## src/rtl/button_conditioner.sv

```systemverilog
// Button conditioner: per-channel 2-flop synchronizer feeding an independent
// debounce / hold / auto-repeat FSM that emits one-cycle pulses and a debounced level.
module button_conditioner #(
  parameter int              NBTN            = 5,
  parameter int              DEBOUNCE_CYCLES = 1000000,
  parameter int              REPEAT_DELAY    = 50000000,
  parameter int              REPEAT_RATE     = 15000000,
  parameter logic [NBTN-1:0] REPEAT_MASK     = 5'b01111
) (
  input  logic            clk,
  input  logic            rst,
  input  logic [NBTN-1:0] i_buttons,
  output logic [NBTN-1:0] o_pulse,
  output logic [NBTN-1:0] o_level
);

  // Floors of 2 on the repeat timings keep pulses off back-to-back cycles.
  localparam int DEB     = (DEBOUNCE_CYCLES < 1) ? 1 : DEBOUNCE_CYCLES;
  localparam int DLY     = (REPEAT_DELAY < 2) ? 2 : REPEAT_DELAY;
  localparam int RATE    = (REPEAT_RATE < 2) ? 2 : REPEAT_RATE;
  localparam int MAX_DR  = (DLY > RATE) ? DLY : RATE;
  localparam int CNT_MAX = (DEB > MAX_DR) ? DEB : MAX_DR;
  localparam int CNT_W   = $clog2(CNT_MAX + 1);

  typedef logic [CNT_W-1:0] cnt_t;

  localparam cnt_t CNT_SAT   = cnt_t'(CNT_MAX);
  localparam cnt_t DEB_LAST  = cnt_t'(DEB - 1);
  localparam cnt_t DLY_LAST  = cnt_t'(DLY - 1);
  localparam cnt_t RATE_LAST = cnt_t'(RATE - 1);

  typedef enum logic [2:0] {
    IDLE,
    PRESS_DB,
    HELD,
    REPEAT,
    RELEASE_DB
  } state_t;

  logic [NBTN-1:0] sync_p0;
  logic [NBTN-1:0] sync_p1;
  state_t          state_q [NBTN];
  state_t          state_d [NBTN];
  cnt_t            cnt_q   [NBTN];
  cnt_t            cnt_d   [NBTN];
  logic [NBTN-1:0] pulse_d;
  logic [NBTN-1:0] level_d;

  function automatic cnt_t sat_inc(input cnt_t c);
    return (c == CNT_SAT) ? c : c + cnt_t'(1);
  endfunction

  // Next-state: counters hold the number of consecutive qualifying cycles seen.
  always_comb begin
    state_d = state_q;
    cnt_d   = cnt_q;
    pulse_d = '0;
    level_d = o_level;
    for (int i = 0; i < NBTN; i++) begin
      case (state_q[i])
        IDLE: begin
          cnt_d[i] = '0;
          if (sync_p1[i]) begin
            if (DEB == 1) begin
              state_d[i] = HELD;
              pulse_d[i] = 1'b1;
              level_d[i] = 1'b1;
            end else begin
              state_d[i] = PRESS_DB;
              cnt_d[i]   = cnt_t'(1);
            end
          end
        end
        PRESS_DB: begin
          if (!sync_p1[i]) begin
            state_d[i] = IDLE;
            cnt_d[i]   = '0;
          end else if (cnt_q[i] >= DEB_LAST) begin
            state_d[i] = HELD;
            cnt_d[i]   = '0;
            pulse_d[i] = 1'b1;
            level_d[i] = 1'b1;
          end else begin
            cnt_d[i] = sat_inc(cnt_q[i]);
          end
        end
        HELD, REPEAT: begin
          if (!sync_p1[i]) begin
            if (DEB == 1) begin
              state_d[i] = IDLE;
              cnt_d[i]   = '0;
              level_d[i] = 1'b0;
            end else begin
              state_d[i] = RELEASE_DB;
              cnt_d[i]   = cnt_t'(1);
            end
          end else if (state_q[i] == HELD) begin
            if (REPEAT_MASK[i] && (cnt_q[i] >= DLY_LAST)) begin
              state_d[i] = REPEAT;
              cnt_d[i]   = '0;
              pulse_d[i] = 1'b1;
            end else begin
              cnt_d[i] = sat_inc(cnt_q[i]);
            end
          end else if (cnt_q[i] >= RATE_LAST) begin
            cnt_d[i]   = '0;
            pulse_d[i] = 1'b1;
          end else begin
            cnt_d[i] = sat_inc(cnt_q[i]);
          end
        end
        RELEASE_DB: begin
          // A bounce back high resumes the hold but restarts the repeat delay.
          if (sync_p1[i]) begin
            state_d[i] = HELD;
            cnt_d[i]   = '0;
          end else if (cnt_q[i] >= DEB_LAST) begin
            state_d[i] = IDLE;
            cnt_d[i]   = '0;
            level_d[i] = 1'b0;
          end else begin
            cnt_d[i] = sat_inc(cnt_q[i]);
          end
        end
        default: begin
          state_d[i] = IDLE;
          cnt_d[i]   = '0;
        end
      endcase
    end
  end

  // Stage p0/p1: synchronizer; FSM state and registered outputs follow.
  always_ff @(posedge clk or negedge rst) begin
    if (!rst) begin
      sync_p0 <= '0;
      sync_p1 <= '0;
      o_pulse <= '0;
      o_level <= '0;
      for (int i = 0; i < NBTN; i++) begin
        state_q[i] <= IDLE;
        cnt_q[i]   <= '0;
      end
    end else begin
      sync_p0 <= i_buttons;
      sync_p1 <= sync_p0;
      o_pulse <= pulse_d;
      o_level <= level_d;
      for (int i = 0; i < NBTN; i++) begin
        state_q[i] <= state_d[i];
        cnt_q[i]   <= cnt_d[i];
      end
    end
  end

endmodule
```

## config.mk

```make
export PLATFORM = sky130hd
export DESIGN_NAME = button_conditioner
export DESIGN_NICKNAME = d
export VERILOG_FILES = /design/src/rtl/button_conditioner.sv
export SDC_FILE = /design/constraint.sdc
export NUM_CORES = 1
export LEC_CHECK = 0
export CORE_MARGIN = 4
export CORE_UTILIZATION = 26
export DETAILED_ROUTE_END_ITERATION = 10
export PLACE_DENSITY = 0.37
export SLEW_MARGIN = 5
export SYNTH_ARGS = -nofsm -noshare
export SYNTH_HDL_FRONTEND = slang
export SYNTH_SLANG_ARGS = --single-unit
export TNS_END_PERCENT = 1
```

## constraint.sdc

```tcl
create_clock -name clk -period 2.83 [get_ports clk]
set_input_delay 0.4245 -clock clk [delete_from_list [all_inputs] [get_ports clk]]
set_output_delay 0.4245 -clock clk [all_outputs]
set_load 0.005 [all_outputs]
```

==> results.ini <==
[worst_setup_path]
crit_chain=ha_1 -> and4_1 -> a211o_1 -> a311oi_1 -> nor3b_1 -> a211oi_4 -> buf_12 -> nor2_1
max_stage_delay_ns=0.44
setup.worst_path.start_class=register
cp.required_ns=3.19
startpoint=cnt_q[104]$_DFF_PN0_
cp-end-kind=register
rr_startpoint=cnt_q[104]$_DFF_PN0_
cp_max_fo=21
cpMaxStageDelayCell=nor3b_1
arrival_ns=2.98
path_class=register to register

[die]
fp.dieW_um=198
die_area_um2=39000
core_area_um2=35500
initial_core_util=0.263
placementRows=69
die_y_um=198
pin_count=17

[timing]
skew_ns=0.0127
slew_viol_final=0
setup_violations=0
finalHoldViolations=0
layout_setup_ws_ns=0.212
worst_pin_slew_ns=0.702
slew_headroom=0.530
layout_min_cycle_time_ns=2.62
setup_tns_ns=0
rsz0062_at_grt=false
post-route-period-util=0.925
fmaxAchievable_ghz=0.382

[final_layout]
fin_nets=1075
area_growth_pct=15.1
drive_gt1_frac=0.107
diodes=0
design_area_um2=10800
finalNonFillerCells=1530

[pwr]
power_w=0.00490
p_per_area_nw_per_um2=456
vdd_ir_drop_max_mv=0.326
leakagePower_nw=4.25

[logic_synthesis]
synth_area_um2=9350
synth-edff-count=0
synthArstFlopShare=1.00
synth.area.top_cells=dfrtp_1 (44%), xor2_1 (7.2%), nor2_1 (6.7%), xnor2_1 (4.0%), nand3_1 (3.4%)
ys_warn_count=0
ys_types=80
synth-main-ff-cell=dfrtp_1
syn_nets=1050
syn_avg_cell_area_um2=9.05
netlist_top_cells_count=nor2_1 (168), dfrtp_1 (165), xor2_1 (77)
synth_top_area_cell=dfrtp_1
ys_seq_area_frac=0.442
synth_top_area_frac=0.442
ys_ff_latch=165
yosysMostFrequentCell=nor2_1
synthCells=1033

[routing]
drc_errors=0
ant_nets=0
wire_per_inst_um=14.8
firstDrtPassIters=4
vias_per_cell=4.77
routed_wirelength_um=22600
via_count=7300
drtIter0Drc=277

[place]
gp_congestion=0.749
place_ws_ns=0.110
dpl.hpwl_um=15700
dp_cells=1499
dpl_cell_area_um2=10200
port_buffers=16

[global_routing]
grt_first_pass_wirelength_um=38700
grt_usage=0.121
antenna_found_initial=0
grt_pass1_vias=7289
grt-ovfl-total=0
grt_max_degree=63

[clock_network]
clkSlewWorstSetupHoldPaths_ns=0.07
cts_tree=done
cts_setup_buffers=0
cts_max_path_buffers=2
cts_sinks=165
cts_made_buffers=17
clock_latency_ns=0.44
cts_root_buf=clkbuf_16
h-tree-depth=4

[min_path]
hp-class=register to register
hold_start=sync_p0[4]$_DFF_PN0_

[flow_run]
drv_cap=0

[run_status]
status=completed

[final cells by class]
class,instances,area (µm²)
Inverter,28,105
Tap cell,461,577
Sequential cell,165,4130
Clock buffer,20,457
Timing Repair Buffer,59,527
Clock inverter,10,108
Multi-Input combinational cell,787,4860
Fill cell,3759,24700
[state kept, by name (all words and copies together) (netlist names)]
signal   flops
o_level      5
sync_p0      5
sync_p1      5
state_q     15
o_pulse      5
cnt_q      130
[power by group]
part           switching (W)  total [W]  internal [W]
Clock               0.000987    0.00231       0.00133
Combinational       0.000117   0.000177     0.0000605
Sequential         0.0000310    0.00241       0.00238
[path summary, 6_finish.rpt]
path	slack, ns	depth (start not counted)	end
setup reg to reg	0.21	8	cnt_q[129]$_DFF_PN0_
hold / removal	0.35	0	sync_p1[4]$_DFF_PN0_
hold reg to reg	0.35	0	sync_p1[4]$_DFF_PN0_
setup / recovery	0.21	8	cnt_q[129]$_DFF_PN0_
min in group asynchronous	0.54	2	state_q[7]$_DFFE_PN0P_
max in group asynchronous	1.51	3	cnt_q[96]$_DFF_PN0_
[critical path, delay by kind of cell, from the launching register on]
family                     cells  cell delay (ns)
AOI/OAI and AO/OA              3             0.86
adders and majority gates      1             0.23
buffers and inverters          1             0.21
DFF                            1             0.41
and+or+nand+nor                3             0.83
[layer usage]
layer	vias up	wire, µm	GRT usage
li1	3681	-	-
met1	3556	11700	0.174
met2	45	10200	0.184
met3	18	426	0.0220
met4	0	338	0.0393
met5	-	0	0
[kinds of logic after synthesis]
| group | share of synthesized area |
|---|---|
| AND/OR/NAND/NOR | 0.284 |
| buffers and inverters | 0.0403 |
| adder cells (fa/ha/maj) | 0.0134 |
| multiplexers | 0.00857 |
| XOR/XNOR | 0.112 |
| flip-flops | 0.442 |
| AO/OA/AOI/OAI | 0.0991 |
[cells in the final DEF (no fill, tap or decap), types with 18 or more instances in the layout]
master	instances
and3_1	19
nor4_1	18
xor2_1	77
nor2_2	20
buf_4	39
xnor2_1	43
nand2_1	66
nor3_1	35
a21oi_1	23
inv_1	28
dfrtp_1	165
nand4_1	38
nor2_1	168
nand3_1	64
[timing repair]
action,4_1_cts,5_1_grt
hold buffers,1,0
endpoints found under the hold margin,38,0
setup endpoints to repair,0,25
resized for setup,0,2
[metrics by stage]
stage	hold WS [ns]	util
detailed placement	0.336	0.287
CTS	0.354	0.303
finish	0.353	0.303
global placement	0.332	0.287
floorplan	0.129	-
global route	0.360	0.303
No activity file was read; power rests on OpenSTA's default activity.
